<file path="config.mk">
export PLATFORM = sky130hd
export DESIGN_NAME = viterbi_decoder
export DESIGN_NICKNAME = d
export VERILOG_FILES = /design/src/rtl/viterbi_pkg.sv /design/src/rtl/viterbi_acs.sv /design/src/rtl/viterbi_decoder.sv
export SDC_FILE = /design/constraint.sdc
export NUM_CORES = 1
export LEC_CHECK = 0
export ABC_AREA = 1
export CAP_MARGIN = 30
export CORE_MARGIN = 10
export CORE_UTILIZATION = 35
export DETAILED_ROUTE_END_ITERATION = 8
export HOLD_SLACK_MARGIN = 0.08
export SYNTH_ARGS = -nofsm -noshare
export SYNTH_HDL_FRONTEND = slang
export SYNTH_SLANG_ARGS = --single-unit
</file>
<file path="constraint.sdc">
create_clock -name clk -period 11.94 [get_ports clk]
set_input_delay 2.388 -clock clk [delete_from_list [all_inputs] [get_ports clk]]
set_output_delay 2.388 -clock clk [all_outputs]
set_load 0.05 [all_outputs]
</file>
<file path="src/rtl/viterbi_pkg.sv">
// Shared constants and helpers for the K=3, rate-1/2 (7,5) convolutional code.
package viterbi_pkg;

  localparam logic [2:0] G0 = 3'b111;
  localparam logic [2:0] G1 = 3'b101;
  localparam int K          = 3;
  localparam int NUM_STATES = 1 << (K - 1);

  // Start-up metric for every state except 0, so decoding begins anchored at state 0.
  localparam int PM_INIT_UNREACHED = 8;

  // Expected code symbol leaving trellis state {r1, r0} on input bit u.
  function automatic logic [1:0] branch_sym(input logic [1:0] state, input logic u);
    logic [2:0] taps;
    taps = {u, state};
    return {^(taps & G0), ^(taps & G1)};
  endfunction

  // Hamming distance between two 2-bit symbols (0..2).
  function automatic logic [1:0] hamming2(input logic [1:0] a, input logic [1:0] b);
    logic [1:0] x;
    x = a ^ b;
    return {x[1] & x[0], x[1] ^ x[0]};
  endfunction

endpackage

</file>
<file path="src/rtl/viterbi_acs.sv">
// Add-compare-select for one trellis state; ties resolve toward predecessor 0.
module viterbi_acs #(
  parameter int PM_W = 6
) (
  input  logic [PM_W-1:0] pm0,
  input  logic [PM_W-1:0] pm1,
  input  logic [1:0]      bm0,
  input  logic [1:0]      bm1,
  output logic [PM_W-1:0] pm_new,
  output logic            sel
);

  logic [PM_W:0] cand0;
  logic [PM_W:0] cand1;
  logic [PM_W:0] cand_min;

  // NOTE: every output of this block is assigned on every path, so no latch
  // is inferred.
  always_comb begin
    cand0    = (PM_W + 1)'(pm0) + (PM_W + 1)'(bm0);
    cand1    = (PM_W + 1)'(pm1) + (PM_W + 1)'(bm1);
    sel      = (cand1 < cand0);
    cand_min = sel ? cand1 : cand0;
    pm_new   = cand_min[PM_W] ? {PM_W{1'b1}} : cand_min[PM_W-1:0];
  end

endmodule

</file>
<file path="src/rtl/viterbi_decoder.sv">
// Hard-decision register-exchange Viterbi decoder for the (7,5) K=3 code.
module viterbi_decoder
  import viterbi_pkg::*;
#(
  parameter int TB_DEPTH = 16,
  parameter int PM_W     = 6
) (
  input  logic       clk,
  input  logic       rst,
  input  logic       enable,
  input  logic [1:0] d_in,
  output logic       d_out
);

  logic [PM_W-1:0]     pm        [NUM_STATES];
  logic [TB_DEPTH-1:0] surv      [NUM_STATES];
  logic [PM_W-1:0]     acs_pm    [NUM_STATES];
  logic                acs_sel   [NUM_STATES];
  logic [TB_DEPTH-1:0] surv_next [NUM_STATES];
  logic [PM_W-1:0]     pm_norm   [NUM_STATES];
  logic [PM_W-1:0]     pm_min;
  logic [1:0]          best;

  // State {u, a} is entered from {a, 0} or {a, 1} on input bit u.
  for (genvar s = 0; s < NUM_STATES; s++) begin : g_acs
    localparam logic [1:0] S  = 2'(s);
    localparam logic [1:0] P0 = {S[0], 1'b0};
    localparam logic [1:0] P1 = {S[0], 1'b1};

    logic [1:0]          bm0;
    logic [1:0]          bm1;
    logic [TB_DEPTH-1:0] surv_pred;

    assign bm0 = hamming2(d_in, branch_sym(P0, S[1]));
    assign bm1 = hamming2(d_in, branch_sym(P1, S[1]));

    viterbi_acs #(.PM_W(PM_W)) u_acs (
      .pm0    (pm[P0]),
      .pm1    (pm[P1]),
      .bm0    (bm0),
      .bm1    (bm1),
      .pm_new (acs_pm[s]),
      .sel    (acs_sel[s])
    );

    assign surv_pred    = acs_sel[s] ? surv[P1] : surv[P0];
    assign surv_next[s] = {surv_pred[TB_DEPTH-2:0], S[1]};
  end

  // Strict less-than keeps the lowest index on ties.
  always_comb begin
    pm_min = acs_pm[0];
    best   = 2'd0;
    for (int s = 1; s < NUM_STATES; s++) begin
      if (acs_pm[s] < pm_min) begin
        pm_min = acs_pm[s];
        best   = 2'(s);
      end
    end
    for (int s = 0; s < NUM_STATES; s++) begin
      pm_norm[s] = acs_pm[s] - pm_min;
    end
  end

  // NOTE: the survivor registers are reset along with the metrics because the
  // zero-output warm-up after reset depends on them starting clear.
  always_ff @(posedge clk) begin
    if (!rst) begin
      for (int s = 0; s < NUM_STATES; s++) begin
        pm[s]   <= (s == 0) ? '0 : PM_W'(PM_INIT_UNREACHED);
        surv[s] <= '0;
      end
      d_out <= 1'b0;
    end else if (enable) begin
      for (int s = 0; s < NUM_STATES; s++) begin
        pm[s]   <= pm_norm[s];
        surv[s] <= surv_next[s];
      end
      d_out <= surv_next[best][TB_DEPTH-1];
    end
  end

endmodule

</file>
* After elaboration in Yosys (flattened, before gate mapping)
Memory sizes are Yosys's and may differ from the RTL's.
Cells that the tools add are included.
** Cells by class
- $add $sub $neg :: 12
- Order comparisons :: 8
- Muxes and demuxes :: 33
- Bitwise operators :: 20
** Operators by type and width (number)
- $mux W16 :: 6
- $mux W6 :: 11
- $mux W15 :: 4
- $add A6 B2 Y7 :: 8
- $bmux W16 S2 :: 1
- $lt A7 B7 Y1 :: 4
- $mux W7 :: 4
- $sub A6 B6 Y6 :: 4
- $lt A6 B6 Y1 :: 3
- $or A1 B1 Y1 :: 8
- $mux W1 :: 5
- $and A1 B1 Y1 :: 4
- $mux W2 :: 2
- $xor A1 B1 Y1 :: 4
- $ge A3 B3 Y1 const B :: 1
- $not A2 Y3 :: 1
- $not A1 Y1 :: 2
- $not A2 Y2 :: 1
** Word-level totals
- Register bits :: 1
- Memory bits (writable) :: 88
- Input port bits :: 5
- Logic and storage cells :: 76
- Memories :: 2
** Memories
- surv :: depth 4, bits a word 16, rd ports 4, clocked after memory_dff 0, write ports 4, line viterbi_decoder.sv:16 : logic [TB_DEPTH-1:0] surv [NUM_STATES];
- pm :: depth 4, bits a word 6, rd ports 4, clocked after memory_dff 0, write ports 4, line viterbi_decoder.sv:15 : logic [PM_W-1:0] pm [NUM_STATES];

* Longest topological paths before layout
Gate-level depths: netlist (run 1).
- Word-level depth :: 16
- Mapped depth :: 55
- Mapped depth without buffers :: 52

* By module
Synthesis (run 1) repeated with hierarchy kept, for this count alone.
** Unflattened totals
- Cells, all modules :: 1008
- Area, all modules :: 7444.6 µm²
** Modules (own cells, without submodules)
- viterbi_decoder :: times used 1, cells an instance 608, area each 5082.4 µm², sequential area each 2412.3 µm²
- viterbi_acs :: times used 4, cells an instance 100, area each 590.6 µm², sequential area each 0.0 µm²

* Worst setup path before layout (run 1)
No wires, ideal clock.
- Path kind :: input -> register
- Start :: in d_in[0]
- End :: mem pm[2][5] (data pin)
- Setup time :: 255 ps
- Data arrival time :: 9984 ps
- Setup slack :: 1701 ps
- Stages :: 47
- Path buffers :: 4
- Cells stage by stage :: inv_1 ha_1 ha_1 ha_1 a21oi_2 xor2_1 inv_1 ha_1 nand2_1 inv_1 nand2_1 nand2_1 nand2_1 nand2_2 inv_1 clkbuf_1 nand2_1 o211ai_1 [... 11 more ...] a21oi_1 nand2_2 buf_2 o21ai_0 ha_1 a21oi_1 nor2_1 a211oi_1 nand2_4 buf_2 o21ai_0 ha_1 nand4_1 nand2_1 nor2_1 nand2_1 a21oi_1 nor2_1
** RTL lines
- from (decl) :: line viterbi_decoder.sv:11 : input logic [1:0] d_in,
- to (decl) :: line viterbi_decoder.sv:15

==> reports/results.ini, run 1 <==
[worst_setup_path]
timing.critical_path.to_type=register
critPathMaxStageDelay_ns=0.57
r2r-end=pm[1][5]$_SDFFCE_PN0P_
timing.critical_path.from=d_in[0]
timing.critical_path.required_ns=12.04
setup.reg_to_reg.worst_slack_ns=3.73
crit_path_end=pm[1][5]$_SDFFCE_PN0P_
max_fanout_on_critical_path=23
timing.setup.critical_path_class=primary input to register
worstPathArrival_ns=11.08
timing.critical_path.depth=44
critical_path_buf_inv_count=8
regToRegStartpoint=pm[2][1]$_SDFFCE_PN0P_
timing.critical_path.mode_cell=sky130_fd_sc_hd__ha_1
crit_path_start_kind=primary input
critical-path-slowest-cell=sky130_fd_sc_hd__clkdlybuf4s50_1
timing.critical_path.max_delay_family=compound AO/OA/AOI/OAI gates
timing.reg2reg.worst_path_depth=40

[global_route]
maximum_number_of_pins_on_one_net_before_global_route_repair=63
globalRouteTotalUtil_pct=13.0
number_of_global_route_vias_before_repair=5512
grt_pass1_wl_um=27800
overflow=0
number_of_antenna_violations_at_the_first_check_in_global_routing=0

[place]
hpwlAfterDp_um=12500
weighted_congestion_at_the_end_of_routability_driven_global_placement=0.902
buffer_ports.inserted=5

[clock_network]
clk-insertion-delay-late_ns=0.35
cts_sinks=81
h_tree_depth=3
ctsHoldBuffers=0
tritoncts=done
path_clk_slew_ns=0.06
ctsRootBufferMaster=sky130_fd_sc_hd__clkbuf_16
cts_inserted_buffers=9
cts.path.max_buffers=2

[drt]
routedWlPerCell_um=14.1
detail_route.vias_per_cell=4.92
drt_iter0_drc=391
finalWirelength_um=16500
detail-route-antenna-nets=0
drc=0
routed-via-count=5771
drt-pass1-iter-count=5

[floorplanning]
core_area_um2=19500
die_h_um=161
die_width_um=161
rows=51
io_pins=6
initial_core_util_pct=35.7
die-area_um2=26000

[synthesis]
synthDistinctLibCells=41
netlist_top_cells_area=sky130_fd_sc_hd__edfxtp_1 34%, sky130_fd_sc_hd__ha_1 14%, sky130_fd_sc_hd__nand2_1 8.5%
avgSynthCellArea_um2=7.74
synth-seq-area-share_pct=34.6
mappedNetlistArea_um2=6980
synthCells=902
synth_ff_type=sky130_fd_sc_hd__edfxtp_1
netlist.area_leader.share_pct=34.0
synth.largest_area_cell=sky130_fd_sc_hd__edfxtp_1
synth-edff-count=79
yosys_warnings=0
commonest_cells_in_the_synthesized_netlist=159 x sky130_fd_sc_hd__nand2_1, 147 x sky130_fd_sc_hd__nor2_1, 115 x sky130_fd_sc_hd__inv_1
postSynthNetCount=985
ys_async_sr_fraction_pct=0
yosysMostFrequentCell=sky130_fd_sc_hd__nand2_1
ys_ff_latch=81

[timing]
worstMarginPinSlew_ns=0.871
slew_viol_final=0
timing.slew.headroom_pct=41.9
hold_viol_final=0
timing.clock.skew_ns=0.00575
finalSetupViolCount=0
clock.fmax_mhz=91.1
grt_setup_unrepaired=true
final_min_period_over_clock_period_pct=91.9
timing.final.crit_period_ns=10.98

[layout]
final_core_util_pct=39.1
final.fill_count=2050
syn_to_final_growth_pct=9.34
finalNetCount=986
seq_area_um2=2410
drive_gt1_share_pct=8.59
n_antenna_cell=0
multiInputGateArea_um2=4020

[worst_hold_path]
worst_hold_path_type=register to register

[job]
maxCapViolCount=0

[status]
status=finished clean

worst min-delay path, cell delays in order (launching register included):
cell                      delay [ns]
sky130_fd_sc_hd__dfxtp_1        0.33
sky130_fd_sc_hd__nand2_1        0.06
sky130_fd_sc_hd__nand2_1        0.04
what timing repair did:
item	4_1_cts	5_1_grt
resized for setup	0	3
buffers inserted	0	0
endpoints found under the setup margin	0	9
layer usage:
metal,wire [um],vias up,GRT usage [%]
met3,628,24,2.39
met1,8190,2657,17.2
li1,-,2989,-
met2,7400,101,21.1
met5,0,-,0
met4,323,0,4.26
layout make-up:
| type | count | share of cell area (%) |
|---|---|---|
| multi-input cells | 677 | 52.6 |
| flip-flops and latches | 81 | 31.6 |
| inverters | 120 | 5.95 |
| well taps | 265 | 4.34 |
| clock buffers | 9 | 2.95 |
| repair buffers | 14 | 1.80 |
| clock inverters | 7 | 0.705 |
layout by cell type (no fill, tap or decap), types with 7 or more instances in the layout:
| master | n |
|---|---|
| sky130_fd_sc_hd__nand2_1 | 158 |
| sky130_fd_sc_hd__nor2_1 | 147 |
| sky130_fd_sc_hd__inv_1 | 114 |
| sky130_fd_sc_hd__edfxtp_1 | 79 |
| sky130_fd_sc_hd__ha_1 | 78 |
| sky130_fd_sc_hd__o21ai_0 | 69 |
| sky130_fd_sc_hd__a21oi_1 | 48 |
| sky130_fd_sc_hd__xor2_1 | 36 |
| sky130_fd_sc_hd__nand3_1 | 29 |
| sky130_fd_sc_hd__nand2_2 | 24 |
| sky130_fd_sc_hd__o211ai_1 | 14 |
| sky130_fd_sc_hd__nand4_1 | 11 |
| sky130_fd_sc_hd__o21ai_1 | 10 |
| sky130_fd_sc_hd__clkbuf_16 | 9 |
| sky130_fd_sc_hd__buf_4 | 8 |
| sky130_fd_sc_hd__nand2_4 | 7 |
| sky130_fd_sc_hd__nor3_1 | 7 |
flip-flops by register name, indices dropped and copies added, names as in the netlist:
signal,flops
surv,56
d_out,1
pm,24
logic make-up (layout without fill, tap and decap cells):
logic type	after synthesis	in the layout	synth area share [%]
DFF	81	81	34.6
AOI/OAI and AO/OA	159	159	12.7
buffers and inverters	144	150	7.99
and+or+nand+nor	399	399	25.6
adders and majority gates	78	78	14.0
xor gates and xnor gates	41	41	5.14
metrics by stage:
stage	instances	TNS [ns]	hold slack (ns)	cell area [um2]	setup slack, ns
5_1_grt	1173	-0.0213	0.490	7630	-0.0213
4_1_cts	1173	0	0.466	7630	0.682
3_5_place_dp	1157	0	0.456	7350	0.348
3_3_place_gp	1156	0	0.459	7320	0.442
2_1_floorplan	902	0	0.436	6980	1.70
6_report	1173	0	0.463	7630	0.962
how the worst min path moves through the flow:
stage / start / slack [ns] / cells past startpoint / to
floorplan: surv[2][0]$_SDFFE_PP1N_ / 0.44 / 2 / surv[2][0]$_SDFFE_PP1N_
global placement: surv[2][0]$_SDFFE_PP1N_ / 0.46 / 2 / surv[2][0]$_SDFFE_PP1N_
detailed placement: surv[2][0]$_SDFFE_PP1N_ / 0.46 / 2 / surv[2][0]$_SDFFE_PP1N_
CTS: surv[2][0]$_SDFFE_PP1N_ / 0.47 / 2 / surv[2][0]$_SDFFE_PP1N_
global route: surv[2][0]$_SDFFE_PP1N_ / 0.49 / 2 / surv[2][0]$_SDFFE_PP1N_
finish: surv[2][0]$_SDFFE_PP1N_ / 0.46 / 2 / surv[2][0]$_SDFFE_PP1N_
Power of run 1 is left out: the tool's default activity adds up to more than one toggle a clock period on the data nets, which glitch-free logic cannot reach.
==> run 2: changes to the inputs <==
--- a/config.mk
+++ b/config.mk
@@ -8,9 +8,10 @@
 export ABC_AREA = 1
 export CAP_MARGIN = 30
 export CORE_MARGIN = 10
-export CORE_UTILIZATION = 35
+export CORE_UTILIZATION = 60
 export DETAILED_ROUTE_END_ITERATION = 8
 export HOLD_SLACK_MARGIN = 0.08
+export PLACE_DENSITY = 0.76
 export SYNTH_ARGS = -nofsm -noshare
 export SYNTH_HDL_FRONTEND = slang
 export SYNTH_SLANG_ARGS = --single-unit
==> reports/results.ini, run 2 (synthesized netlist as in run 1, its figures left out) <==
[drt]
drc=0  ; unchanged
drt_iter0_drc=501  ; was 391
routedWlPerCell_um=16.5  ; was 14.1 um
detail-route-antenna-nets=0  ; unchanged
routed-via-count=5957  ; was 5771
drt-pass1-iter-count=6  ; was 5
finalWirelength_um=17300  ; was 16500 um
detail_route.vias_per_cell=5.67  ; was 4.92

[timing]
grt_setup_unrepaired=false  ; was true
worstMarginPinSlew_ns=0.848  ; was 0.871 ns
timing.final.crit_period_ns=11.12  ; was 10.98 ns
clock.fmax_mhz=90.0  ; was 91.1 MHz
finalSetupViolCount=0  ; unchanged
final.hold.worst_slack_ns=0.481  ; was 0.463 ns
setup_total_negative_slack_ns=0  ; unchanged
timing.slew.headroom_pct=43.4  ; was 41.9%
slew_viol_final=0  ; unchanged
timing.clock.skew_ns=0.00771  ; was 0.00575 ns
hold_viol_final=0  ; unchanged
final_min_period_over_clock_period_pct=93.1  ; was 91.9%

[clock_network]
cts_inserted_buffers=9  ; unchanged
ctsResizeCount=0  ; unchanged
ctsHoldBuffers=0  ; unchanged
ctsRootBufferMaster=sky130_fd_sc_hd__clkbuf_16  ; unchanged
clk-insertion-delay-late_ns=0.35  ; about the same
path_clk_slew_ns=0.06  ; about the same
tritoncts=done  ; unchanged
cts_sinks=81  ; unchanged
cts.path.max_buffers=2  ; unchanged
h_tree_depth=3  ; unchanged
post_cts_buffers=0  ; unchanged

[worst_setup_path]
timing.setup.critical_path_class=primary input to register  ; unchanged
timing.reg2reg.worst_path_depth=43  ; was 40
timing.critical_path.from=d_in[0]  ; unchanged
worstPathArrival_ns=11.20  ; was 11.08 ns
critical-path-slowest-cell=sky130_fd_sc_hd__inv_1  ; was sky130_fd_sc_hd__clkdlybuf4s50_1
timing.critical_path.mode_cell=sky130_fd_sc_hd__ha_1  ; unchanged
setup.reg_to_reg.worst_slack_ns=3.41  ; was 3.73 ns
crit_path_start_kind=primary input  ; unchanged
critical_path_buf_inv_count=10  ; was 8
timing.critical_path.max_delay_family=compound AO/OA/AOI/OAI gates  ; unchanged
critPathMaxStageDelay_ns=0.67  ; was 0.57 ns
r2r-end=pm[0][4]$_SDFFCE_PN0P_  ; was pm[1][5]$_SDFFCE_PN0P_
regToRegStartpoint=pm[3][1]$_SDFFCE_PN0P_  ; was pm[2][1]$_SDFFCE_PN0P_
timing.critical_path.to_type=register  ; unchanged
timing.critical_path.required_ns=12.02  ; was 12.04 ns
timing.critical_path.depth=47  ; was 44
max_fanout_on_critical_path=23  ; unchanged

[worst_hold_path]
timing.hold.worst_path_depth=2  ; unchanged
hold-path-endpoint=surv[2][0]$_SDFFE_PP1N_  ; unchanged
worst_hold_path_type=register to register  ; unchanged
worstHoldStart=surv[2][0]$_SDFFE_PP1N_  ; unchanged

[layout]
flip_flop_count_of_the_largest_register_after_layout=56  ; unchanged
layout_common_cells=158 x sky130_fd_sc_hd__nand2_1, 147 x sky130_fd_sc_hd__nor2_1, 114 x sky130_fd_sc_hd__inv_1  ; unchanged
n_antenna_cell=0  ; unchanged
reg_top3=surv x56, pm x24, d_out x1  ; unchanged
max_flop_register=surv  ; unchanged
final.fill_count=955  ; was 2050
seq_area_um2=2410  ; unchanged
syn_to_final_growth_pct=7.31  ; was 9.34%
final_cells=1050  ; was 1173
finalNetCount=986  ; unchanged
mostFrequentLayoutCell=sky130_fd_sc_hd__nand2_1  ; unchanged
drive_gt1_share_pct=8.49  ; was 8.59%
multiInputGateArea_um2=4020  ; unchanged

[global_route]
globalRouteTotalUtil_pct=21.7  ; was 13.0%
number_of_antenna_violations_at_the_first_check_in_global_routing=0  ; unchanged
number_of_global_route_vias_before_repair=5731  ; was 5512
maximum_number_of_pins_on_one_net_before_global_route_repair=74  ; was 63
overflow=0  ; unchanged
grt_pass1_wl_um=28600  ; was 27800 um

[status]
status=finished clean  ; unchanged

[floorplanning]
rows=39  ; was 51
die_width_um=128  ; was 161 um
initial_core_util_pct=61.1  ; was 35.7%
io_pins=6  ; unchanged
die-area_um2=16300  ; was 26000 um2
die_h_um=128  ; was 161 um
core_area_um2=11400  ; was 19500 um2

[place]
weighted_congestion_at_the_end_of_routability_driven_global_placement=0.924  ; was 0.902
hpwlAfterDp_um=13300  ; was 12500 um
buffer_ports.inserted=5  ; unchanged
dp.cells=1034  ; was 1157

[job]
maxCapViolCount=0  ; unchanged

run 2: cell count changes in the layout (fill, tap and decap cells not counted), sizes merged:
cell,previous run,this run
inv,120,119
buf,9,8
clkinv,5,4
clkinvlp,2,3
bufinv,0,1
run 2: layer usage:
layer  up-vias  track usage, %  wire length, um
met5         -               0                0
met4         0            9.01              528
met3        37            3.56             1150
met2       184            34.7             7980
met1      2751            28.4             7630
li1       2985               -                -
run 2: how the worst max path moves through the flow:
| stage | to | slack [ns] |
|---|---|---|
| 6_report | pm[0][4]$_SDFFCE_PN0P_ | 0.82 |
| 5_1_grt | pm[0][4]$_SDFFCE_PN0P_ | 0.02 |
| 2_1_floorplan | pm[2][5]$_SDFFCE_PN0P_ | 1.70 |
| 3_3_place_gp | pm[0][5]$_SDFFCE_PN0P_ | 0.77 |
| 4_1_cts | pm[2][5]$_SDFFCE_PN0P_ | 0.73 |
| 3_5_place_dp | pm[2][5]$_SDFFCE_PN0P_ | 0.41 |
run 2: cell type report:
class / count / share of cell area (%)
multi-input cells: 677 / 53.6
flip-flops and latches: 81 / 32.2
inverters: 120 / 6.06
clock buffers: 9 / 3.01
well taps: 143 / 2.39
repair buffers: 13 / 1.74
clock inverters: 6 / 0.902
repair inverters: 1 / 0.0668
run 2: metrics by stage:
stage | util [%] | instance area (um2) | setup slack, ns
floorplan | - | 6980 | 1.70
global placement | 62.7 | 7160 | 0.774
finish | 65.6 | 7490 | 0.824
detailed placement | 63.0 | 7190 | 0.414
global route | 65.6 | 7490 | 0.0223
CTS | 65.5 | 7480 | 0.730
run 2: worst register-to-register path, delay by kind of cell (launching register included):
family,cells,cell delay (ns)
AOI/OAI and AO/OA,12,2.50
adders and majority gates,7,1.80
buffers and inverters,7,1.46
and+or+nand+nor,15,1.41
xor gates and xnor gates,2,0.57
DFF,1,0.53
Power of run 2 is left out for the same reason.
